`src/rtl/avalon_st_packet_generator_if.sv`:
```
// Avalon-ST bus bundle: one beat of W bytes with packet framing and ready backpressure.
// The interface is named avalon_st_if so the enforcer and sink blocks can share it.
interface avalon_st_if #(
    parameter int unsigned DATA_WIDTH_IN_BYTES = 16
) ();
    localparam int unsigned EmptyWidth = $clog2(DATA_WIDTH_IN_BYTES);

    logic [8*DATA_WIDTH_IN_BYTES-1:0] data;
    logic                             valid;
    logic                             sop;
    logic                             eop;
    logic [EmptyWidth-1:0]            empty;
    logic                             rdy;

    modport master (
        output data,
        output valid,
        output sop,
        output eop,
        output empty,
        input  rdy
    );

    modport slave (
        input  data,
        input  valid,
        input  sop,
        input  eop,
        input  empty,
        output rdy
    );
endinterface

```
`src/rtl/avalon_st_packet_generator.sv`:
```
// Avalon-ST packet source: one start command emits a framed packet of incrementing bytes,
// followed by a programmable idle gap. All bus outputs come straight from registers.
module avalon_st_packet_generator #(
    parameter int unsigned DATA_WIDTH_IN_BYTES = 16,
    parameter int unsigned LEN_WIDTH           = 16,
    parameter int unsigned GAP_WIDTH           = 8
) (
    input  logic                 clk,
    input  logic                 rst,
    input  logic                 start,
    input  logic [LEN_WIDTH-1:0] packet_len,
    input  logic [7:0]           seed,
    input  logic [GAP_WIDTH-1:0] gap_cycles,
    avalon_st_if.master          generated,
    output logic                 busy,
    output logic                 done,
    output logic                 len_error,
    output logic [15:0]          packets_sent
);

    localparam int unsigned W  = DATA_WIDTH_IN_BYTES;
    localparam int unsigned EW = $clog2(W);
    localparam int unsigned DW = 8 * W;
    localparam logic [LEN_WIDTH-1:0] WLen = LEN_WIDTH'(W);

    typedef enum logic [1:0] {StIdle, StSend, StGap} state_e;

    // MSB-first lanes; lanes at or beyond the remaining byte count are zero-filled.
    function automatic logic [DW-1:0] beat_data(input logic [7:0] base,
                                                input logic [LEN_WIDTH-1:0] left);
        logic [DW-1:0] d;
        d = '0;
        for (int unsigned j = 0; j < W; j++) begin
            if (LEN_WIDTH'(j) < left) begin
                d[DW-1-8*j -: 8] = base + 8'(j);
            end
        end
        return d;
    endfunction

    state_e                 state_q, state_d;
    logic [DW-1:0]          data_q, data_d;
    logic                   valid_q, valid_d;
    logic                   sop_q, sop_d;
    logic                   eop_q, eop_d;
    logic [EW-1:0]          empty_q, empty_d;
    logic                   done_q, done_d;
    logic                   len_err_q, len_err_d;
    logic [15:0]            pkt_q, pkt_d;
    logic [GAP_WIDTH-1:0]   gap_q, gap_d;
    logic [GAP_WIDTH-1:0]   gap_cnt_q, gap_cnt_d;
    // Running byte value and remaining length for the beat after the one on the bus.
    logic [7:0]             next_base_q, next_base_d;
    logic [LEN_WIDTH-1:0]   next_left_q, next_left_d;

    logic                   load;
    logic [7:0]             load_base;
    logic [LEN_WIDTH-1:0]   load_left;
    logic                   load_last;

    assign load_base = (state_q == StIdle) ? seed : next_base_q;
    assign load_left = (state_q == StIdle) ? packet_len : next_left_q;
    assign load_last = (load_left <= WLen);

    always_comb begin
        state_d     = state_q;
        data_d      = data_q;
        valid_d     = valid_q;
        sop_d       = sop_q;
        eop_d       = eop_q;
        empty_d     = empty_q;
        done_d      = 1'b0;
        len_err_d   = 1'b0;
        pkt_d       = pkt_q;
        gap_d       = gap_q;
        gap_cnt_d   = gap_cnt_q;
        next_base_d = next_base_q;
        next_left_d = next_left_q;
        load        = 1'b0;

        unique case (state_q)
            StIdle: begin
                if (start) begin
                    if (packet_len == '0) begin
                        len_err_d = 1'b1;
                    end else begin
                        state_d = StSend;
                        valid_d = 1'b1;
                        sop_d   = 1'b1;
                        gap_d   = gap_cycles;
                        load    = 1'b1;
                    end
                end
            end
            StSend: begin
                if (valid_q && generated.rdy) begin
                    if (eop_q) begin
                        valid_d = 1'b0;
                        sop_d   = 1'b0;
                        eop_d   = 1'b0;
                        data_d  = '0;
                        empty_d = '0;
                        done_d  = 1'b1;
                        pkt_d   = pkt_q + 16'd1;
                        if (gap_q != '0) begin
                            state_d   = StGap;
                            // The done cycle is the first of the gap cycles.
                            gap_cnt_d = gap_q - 1'b1;
                        end else begin
                            state_d = StIdle;
                        end
                    end else begin
                        sop_d = 1'b0;
                        load  = 1'b1;
                    end
                end
            end
            StGap: begin
                if (gap_cnt_q == '0) begin
                    state_d = StIdle;
                end else begin
                    gap_cnt_d = gap_cnt_q - 1'b1;
                end
            end
            default: state_d = StIdle;
        endcase

        if (load) begin
            data_d      = beat_data(load_base, load_left);
            eop_d       = load_last;
            empty_d     = load_last ? EW'(WLen - load_left) : '0;
            next_base_d = load_base + 8'(W);
            next_left_d = load_left - WLen;
        end
    end

    always_ff @(posedge clk) begin
        if (!rst) begin
            state_q     <= StIdle;
            data_q      <= '0;
            valid_q     <= 1'b0;
            sop_q       <= 1'b0;
            eop_q       <= 1'b0;
            empty_q     <= '0;
            done_q      <= 1'b0;
            len_err_q   <= 1'b0;
            pkt_q       <= '0;
            gap_q       <= '0;
            gap_cnt_q   <= '0;
            next_base_q <= '0;
            next_left_q <= '0;
        end else begin
            state_q     <= state_d;
            data_q      <= data_d;
            valid_q     <= valid_d;
            sop_q       <= sop_d;
            eop_q       <= eop_d;
            empty_q     <= empty_d;
            done_q      <= done_d;
            len_err_q   <= len_err_d;
            pkt_q       <= pkt_d;
            gap_q       <= gap_d;
            gap_cnt_q   <= gap_cnt_d;
            next_base_q <= next_base_d;
            next_left_q <= next_left_d;
        end
    end

    assign generated.data  = data_q;
    assign generated.valid = valid_q;
    assign generated.sop   = sop_q;
    assign generated.eop   = eop_q;
    assign generated.empty = empty_q;

    assign busy         = (state_q != StIdle);
    assign done         = done_q;
    assign len_error    = len_err_q;
    assign packets_sent = pkt_q;

endmodule

```
`src/flat_wrapper.sv`:
```
// flat-port wrapper written by rule: the top's interface ports become plain ports
module avalon_st_packet_generator_flat 
#(
    parameter int unsigned DATA_WIDTH_IN_BYTES = 16,
    parameter int unsigned LEN_WIDTH           = 16,
    parameter int unsigned GAP_WIDTH           = 8
)
  (clk, rst, start, packet_len, seed, gap_cycles, busy, done, len_error, packets_sent, generated_data, generated_valid, generated_sop, generated_eop, generated_empty, generated_rdy);
  avalon_st_if #(.DATA_WIDTH_IN_BYTES(DATA_WIDTH_IN_BYTES)) generated_i ();
  input  logic clk;
  input  logic rst;
  input  logic start;
  input  logic [LEN_WIDTH-1:0] packet_len;
  input  logic [7:0] seed;
  input  logic [GAP_WIDTH-1:0] gap_cycles;
  output logic busy;
  output logic done;
  output logic len_error;
  output logic [15:0] packets_sent;
  output wire logic [$bits(generated_i.data)-1:0] generated_data;
  output wire logic [$bits(generated_i.valid)-1:0] generated_valid;
  output wire logic [$bits(generated_i.sop)-1:0] generated_sop;
  output wire logic [$bits(generated_i.eop)-1:0] generated_eop;
  output wire logic [$bits(generated_i.empty)-1:0] generated_empty;
  input wire logic [$bits(generated_i.rdy)-1:0] generated_rdy;
  assign generated_data = generated_i.data;
  assign generated_valid = generated_i.valid;
  assign generated_sop = generated_i.sop;
  assign generated_eop = generated_i.eop;
  assign generated_empty = generated_i.empty;
  assign generated_i.rdy = generated_rdy;
  avalon_st_packet_generator #(.DATA_WIDTH_IN_BYTES(DATA_WIDTH_IN_BYTES), .LEN_WIDTH(LEN_WIDTH), .GAP_WIDTH(GAP_WIDTH)) u_core (.clk(clk), .rst(rst), .start(start), .packet_len(packet_len), .seed(seed), .gap_cycles(gap_cycles), .generated(generated_i), .busy(busy), .done(done), .len_error(len_error), .packets_sent(packets_sent));
endmodule
```
`config.mk`:
```
export PLATFORM = sky130hd
export DESIGN_NAME = avalon_st_packet_generator_flat
export DESIGN_NICKNAME = d
export VERILOG_FILES = /design/src/rtl/avalon_st_packet_generator_if.sv /design/src/rtl/avalon_st_packet_generator.sv /design/src/flat_wrapper.sv
export SDC_FILE = /design/constraint.sdc
export NUM_CORES = 1
export LEC_CHECK = 0
export ABC_AREA = 1
export CAP_MARGIN = 20
export CORE_MARGIN = 2
export CORE_UTILIZATION = 55
export DETAILED_ROUTE_END_ITERATION = 12
export DONT_BUFFER_PORTS = 1
export GPL_ROUTABILITY_DRIVEN = 0
export PLACE_DENSITY = 0.78
export SYNTH_ARGS = -nofsm -noshare
export SYNTH_HDL_FRONTEND = slang
export SYNTH_SLANG_ARGS = --single-unit
```
`constraint.sdc`:
```
create_clock -name clk -period 2.3 [get_ports clk]
set_input_delay 0.345 -clock clk [delete_from_list [all_inputs] [get_ports clk]]
set_output_delay 0.345 -clock clk [all_outputs]
set_load 0.01 [all_outputs]
```
# After elaboration in Yosys (flattened, before gate mapping)
# Cells that the tools add are included.
[op_classes] addsub=21 order_cmp=17 n_eq_ne=9 muxes=55 bitwise_logic=1 n_reduce_logical=21
[op_table] op="2-to-1 mux 128 bit" count=4
[op_table] op="2-to-1 mux 8 bit" count=21
[op_table] op="less-than comparator 4 x 16 -> 1 bit, first input constant" count=8
[op_table] op="adder 8 x 4 -> 8 bit, second input constant" count=8
[op_table] op="less-than comparator 3 x 16 -> 1 bit, first input constant" count=4
[op_table] op="adder 8 x 3 -> 8 bit, second input constant" count=4
[op_table] op="less-than comparator 1 x 16 -> 1 bit, first input constant" count=2
[op_table] op="less-than comparator 2 x 16 -> 1 bit, first input constant" count=2
[op_table] op="2-to-1 mux 4 bit" count=5
[op_table] op="adder 16 x 1 -> 16 bit, second input constant" count=1
[op_table] op="adder 8 x 2 -> 8 bit, second input constant" count=2
[op_table] op="less-or-equal comparator 16 x 5 -> 1 bit, second input constant" count=1
[op_table] op="zero test 16 bit" count=1
[op_table] op="2-to-1 mux 16 bit" count=1
[op_table] op="one-hot mux 8 bit (2 select lines)" count=1
[op_table] op="subtractor 16 x 5 -> 16 bit, second input constant" count=1
[op_table] op="subtractor 8 x 1 -> 8 bit, second input constant" count=2
[op_table] op="AND reduction 3 bit" count=5
[op_table] op="AND reduction 5 bit" count=3
[op_table] op="2-to-1 mux 1 bit" count=13
[op_table] op="2-to-1 mux 2 bit" count=6
[op_table] op="nonzero test 2 bit" count=6
[op_table] op="adder 8 x 1 -> 8 bit, second input constant" count=1
[op_table] op="adder 8 x 5 -> 8 bit, second input constant" count=1
[op_table] op="14 further kinds" count=21
[totals] register_bits=195 input_bits=36 word_cells=137

# Logic depth before layout (Yosys ltp)
[logic_depth] depth_word=6 ltp_mapped=16 depth_no_buf=13

# Least setup slack after synthesis
# OpenSTA, ideal clock, no wires.
[synth_timing] path_kind="reg-to-reg" from="reg u_core.state_q[1]" to="reg u_core.data_q[111] (netlist: u_core.generated.data[111])" setup_ns=0.132 t_arrival_ns=2.245 setup_slack_ns=-0.077 stages_incl_launch_ff=14 synth_period_minus_slack_ns=2.377 cell_sequence="dfxtp_1 > nor2_4 > buf_6 > buf_6 > o21ai_4 > buf_6 > ha_1 > inv_1 > nor2_1 > nand2_1 > o21ai_0 > nand2_1 > nand3_1 > a21oi_1"
[synth_between] elab_chain_len=5 elab_cells_between_ends=13 cone_classes="add/sub: 1; order compare: 1; eq/ne: 1; mux: 5; reduce/logical: 5"
[synth_lines] element="start: declaration" line="avalon_st_packet_generator.sv:41" text="state_e state_q, state_d;"
[synth_lines] element="start signal: assignment" line="avalon_st_packet_generator.sv:139" text="state_q <= StIdle;"
[synth_lines] element="start signal: assignment" line="avalon_st_packet_generator.sv:153" text="state_q <= state_d;"
[synth_lines] element="zero test 2 bit" line="avalon_st_packet_generator.sv:61, avalon_st_packet_generator.sv:62, avalon_st_packet_generator.sv:81"
[synth_lines] element="2-to-1 mux 16 bit or 2-to-1 mux 8 bit (tied branches)" line="avalon_st_packet_generator.sv:62, avalon_st_packet_generator.sv:61"
[synth_lines] element="less-than comparator 2 x 16 -> 1 bit or adder 8 x 2 -> 8 bit (tied branches)" line="avalon_st_packet_generator.sv:34, avalon_st_packet_generator.sv:35"
[synth_lines] element="2-to-1 mux 8 bit" line="avalon_st_packet_generator.sv:34" text="if (LEN_WIDTH'(j) < left) begin"
[synth_lines] element="2-to-1 mux 128 bit" line="avalon_st_packet_generator.sv:128" text="if (load) begin"
[synth_lines] element="end signal: assignment" line="avalon_st_packet_generator.sv:154" text="data_q <= data_d;"
[synth_lines] element="end: declaration" line="avalon_st_packet_generator.sv:42" text="logic [DW-1:0] data_q, data_d;"
# Several ways; a longest one is shown, not always the timed one.
# A chain may end at the register's enable or synchronous reset.

# Worst setup path in the final report
[layout_timing] from="reg u_core.state_q[1]" to="reg u_core.data_q[7] (netlist: u_core.generated.data[7])"
[layout_between] elab_chain_len=5 elab_cells_between_ends=13 cone_classes="add/sub: 1; order compare: 1; eq/ne: 1; mux: 5; reduce/logical: 5"
[layout_lines] element="zero test 2 bit" line="avalon_st_packet_generator.sv:61" text="assign load_base = (state_q == StIdle) ? seed : next_base_q;"
[layout_lines] element="2-to-1 mux 8 bit" line="avalon_st_packet_generator.sv:61"
[layout_lines] element="net u_core.load_base[3]" line="avalon_st_packet_generator.sv:57" text="logic [7:0] load_base;"
[layout_lines] element="adder 8 x 4 -> 8 bit" line="avalon_st_packet_generator.sv:35" text="d[DW-1-8*j -: 8] = base + 8'(j);"
[layout_lines] element="2-to-1 mux 8 bit" line="avalon_st_packet_generator.sv:34"
[layout_lines] element="2-to-1 mux 128 bit" line="avalon_st_packet_generator.sv:128"
# The timed path passes the listed nets, and every way through them passes these cells.

==> reports/qor.txt <==
DR pass1 iterations: 5
net switching power: 3.07 mW
Final Non-Filler Cells: 1670
largest net degree at the start of global routing: 70
Clock Latency Late Sink: 0.44 ns
Fin Hold WS: 0.0146 ns
design area: 11400 um^2
post-layout util: 0.634
ys flop type: dfxtp_1
Area Growth Syn to Fin: 12.8%
Critical Path Source Type: register
area share of the largest cell type after synthesis: 0.387
r2r startpoint: u_core.state_q[1]
CTS clk-pin slew, worst paths: 0.07 ns
Cell Pwr Density: 816 nW/um^2
CP startpoint: u_core.state_q[1]
max-cap viol count: 0
status: finished clean
gr usage total: 0.302
core area: 18000 um^2
most instantiated cells after synthesis: nand2_1 (347), dfxtp_1 (195), a21oi_1 (180), nand3_1 (155), inv_1 (103)
synthesized area: 10100 um^2
fmax: 0.443 GHz
Cell Area, Placed: 10600 um^2
worst-margin pin slew: 0.528 ns
first-pass GRT wire length: 47000 um
gr ovfl total: 0
Flop pwr share: 0.430
min Tclk post-route: 2.26 ns
Reg2Reg Setup Slack: 0.04 ns
initial antenna violation count: 2
Routed WL: 30000 um
CTS Hold Buffers Added: 0
Layout Skew: 0.0127 ns
Sink Count: 195
initial drt markers: 960
Port-buffer cells: 0
RSZ-0062 raised after global routing: yes
post-synthesis net count: 1467
clk root buf: clkbuf_16
Final Hold Viols: 0
total negative slack: 0 ns
# IOs: 190
Routed Antenna Nets: 0
CTS tree: built
Rows: 49
Final Max Slew Viols: 0
sw frac: 0.331
# nets final: 1481
worst hold-check path type: in -> reg
Final Setup Violations: 0
Critical Path End: u_core.generated.data[7]
maximum vdd drop: 0.000623 V
post-DR wirelength/cell: 18.0 um
Num CTS Buffers: 17
DIE HEIGHT: 139 um
flops & latches, synth: 195
worst rel slew slack: 0.648
Synth area leaders: dfxtp_1 (39%), nand2_1 (13%), a21oi_1 (8.9%), nand3_1 (7.7%), xor2_1 (4.1%)
CTS Buffer Depth: 2
Synth area leader: dfxtp_1
worst setup path class: reg -> reg
static leakage: 4.74 nW
critical path endpoint category: register
R2R cell count: 15
Die X: 139 um
worst r2r dst: u_core.generated.data[7]
cells after synthesis: 1415
yosys warns: 0
final worst-path cycle share: 0.980
FFs w/ async S/R, synth: 0
register area share after synthesis: 0.387
Int Pwr: 6.21 mW
Worst Path Arrival: 2.63 ns
Cell variety after synth: 42
initial core utilization: 0.562
worst endpoint required time: 2.68 ns
Clk pwr share: 0.333
routed vias: 9691
vias in the first global route: 8914
via density per instance: 5.80
drc violations: 0
Post-Place Cells: 1631
H-tree Lvls: 4
average size of a mapped cell: 7.13 um^2
die area: 19400 um^2
Comb pwr share: 0.238
number of flops mapped to enable cells by yosys: 0
CP max FO: 8
FILL cells: 1589
layout cells sized above 1: 0.131
Detail Placement HPWL: 22000 um
count leader, synth: nand2_1
## sequential cells by signal (all words and copies together), names as in the netlist
signal / cells
u_core.packets_sent: 16
u_core.gap_q: 8
u_core.generated.sop: 1
u_core.generated.eop: 1
u_core.done: 1
u_core.len_error: 1
u_core.state_q: 2
u_core.generated.data: 128
u_core.gap_cnt_q: 8
u_core.generated.empty: 4
u_core.next_base_q: 8
u_core.generated.valid: 1
u_core.next_left_q: 16
## layout make-up
cell class | count | area, um^2 | share of cell area
clock buffers | 20 | 447 | 0.0392
inverters | 120 | 455 | 0.0400
clock inverters | 10 | 150 | 0.0132
flip-flops and latches | 195 | 3910 | 0.343
diodes | 1 | 2.50 | 0.000220
repair buffers | 72 | 732 | 0.0643
well taps | 229 | 287 | 0.0252
multi-input cells | 1023 | 5400 | 0.474
## how the worst min path moves through the flow
stage | startpoint | end | slack (ns) | cells after the start
2_1_floorplan | u_core.next_left_q[0] | u_core.next_left_q[0] | 0.44 | 2
3_3_place_gp | rst | u_core.generated.sop | 0.45 | 2
3_5_place_dp | rst | u_core.generated.sop | 0.45 | 2
4_1_cts | rst | u_core.generated.sop | 0.001 | 2
5_1_grt | rst | u_core.packets_sent[10] | 0.02 | 2
6_report | rst | u_core.generated.sop | 0.01 | 2
## stage by stage
| stage | setup slack (ns) | power [mW] |
|---|---|---|
| 3_5_place_dp | -0.0442 | 6.17 |
| 5_1_grt | -0.0865 | 9.65 |
| 6_report | 0.0450 | 9.28 |
| 2_1_floorplan | 0.00382 | 5.46 |
| 4_1_cts | 0.0237 | 9.20 |
| 3_3_place_gp | -0.0126 | 6.13 |
## layout by cell type, fill, tap and decap left out, types with 5 or more instances in the layout
| cell | instances |
|---|---|
| o21ai_4 | 5 |
| nand3b_1 | 17 |
| o21bai_1 | 5 |
| nand2_4 | 5 |
| nand3_4 | 10 |
| o21ai_1 | 18 |
| o21ai_0 | 68 |
| xnor2_1 | 5 |
| buf_4 | 56 |
| o21ai_2 | 8 |
| inv_2 | 13 |
| inv_1 | 102 |
| nand2_2 | 16 |
| clkbuf_16 | 17 |
| buf_12 | 15 |
| nor2_1 | 62 |
| nand2_1 | 345 |
| nor2_4 | 5 |
| nand3_1 | 155 |
| xor2_1 | 45 |
| nor2_2 | 11 |
| nand4_1 | 24 |
| dfxtp_1 | 194 |
| a21oi_1 | 178 |
| ha_1 | 14 |
## routing by layer
metal	GRT usage	vias up	wire length, um
li1	-	4678	-
met4	0.130	2	1350
met5	0.0175	-	45
met2	0.464	525	13200
met3	0.0915	104	3300
met1	0.394	4382	12100
## repair_timing
item,in CTS,in global routing
gates resized for setup,1,19
buffers inserted,0,6
cloned,0,2
pin swaps,0,6
setup endpoints to repair,2,106
## power by group through the flow
| stage | logic [mW] | registers (mW) | clock network, mW |
|---|---|---|---|
| global route | 2.40 | 4.02 | 3.23 |
| floorplan | 1.47 | 3.99 | 0 |
| detailed placement | 2.09 | 4.07 | 0 |
| finish | 2.20 | 3.99 | 3.09 |
| global placement | 2.06 | 4.07 | 0 |
| CTS | 2.11 | 4.00 | 3.10 |
## logic make-up after synthesis
logic type | Yosys count | synth area share
AND/OR/NAND/NOR | 664 | 0.308
buffers and inverters | 199 | 0.0877
AO/OA/AOI/OAI | 289 | 0.152
XOR/XNOR | 52 | 0.0451
flip-flops | 195 | 0.387
adder cells (fa/ha/maj) | 16 | 0.0198
## critical path, stage by stage, from the launching register on
cell     delay [ns]
dfxtp_4        0.37
nor2_4         0.11
buf_4          0.15
buf_4          0.13
nand2_1        0.09
o21ai_4        0.11
inv_4          0.11
ha_2           0.21
buf_4          0.15
nand2_2        0.17
nor2_8         0.06
inv_2          0.09
nand3_1        0.10
nand2_1        0.16
nand2_1        0.07
a21oi_1        0.12
(Power assumes the default switching activity.)
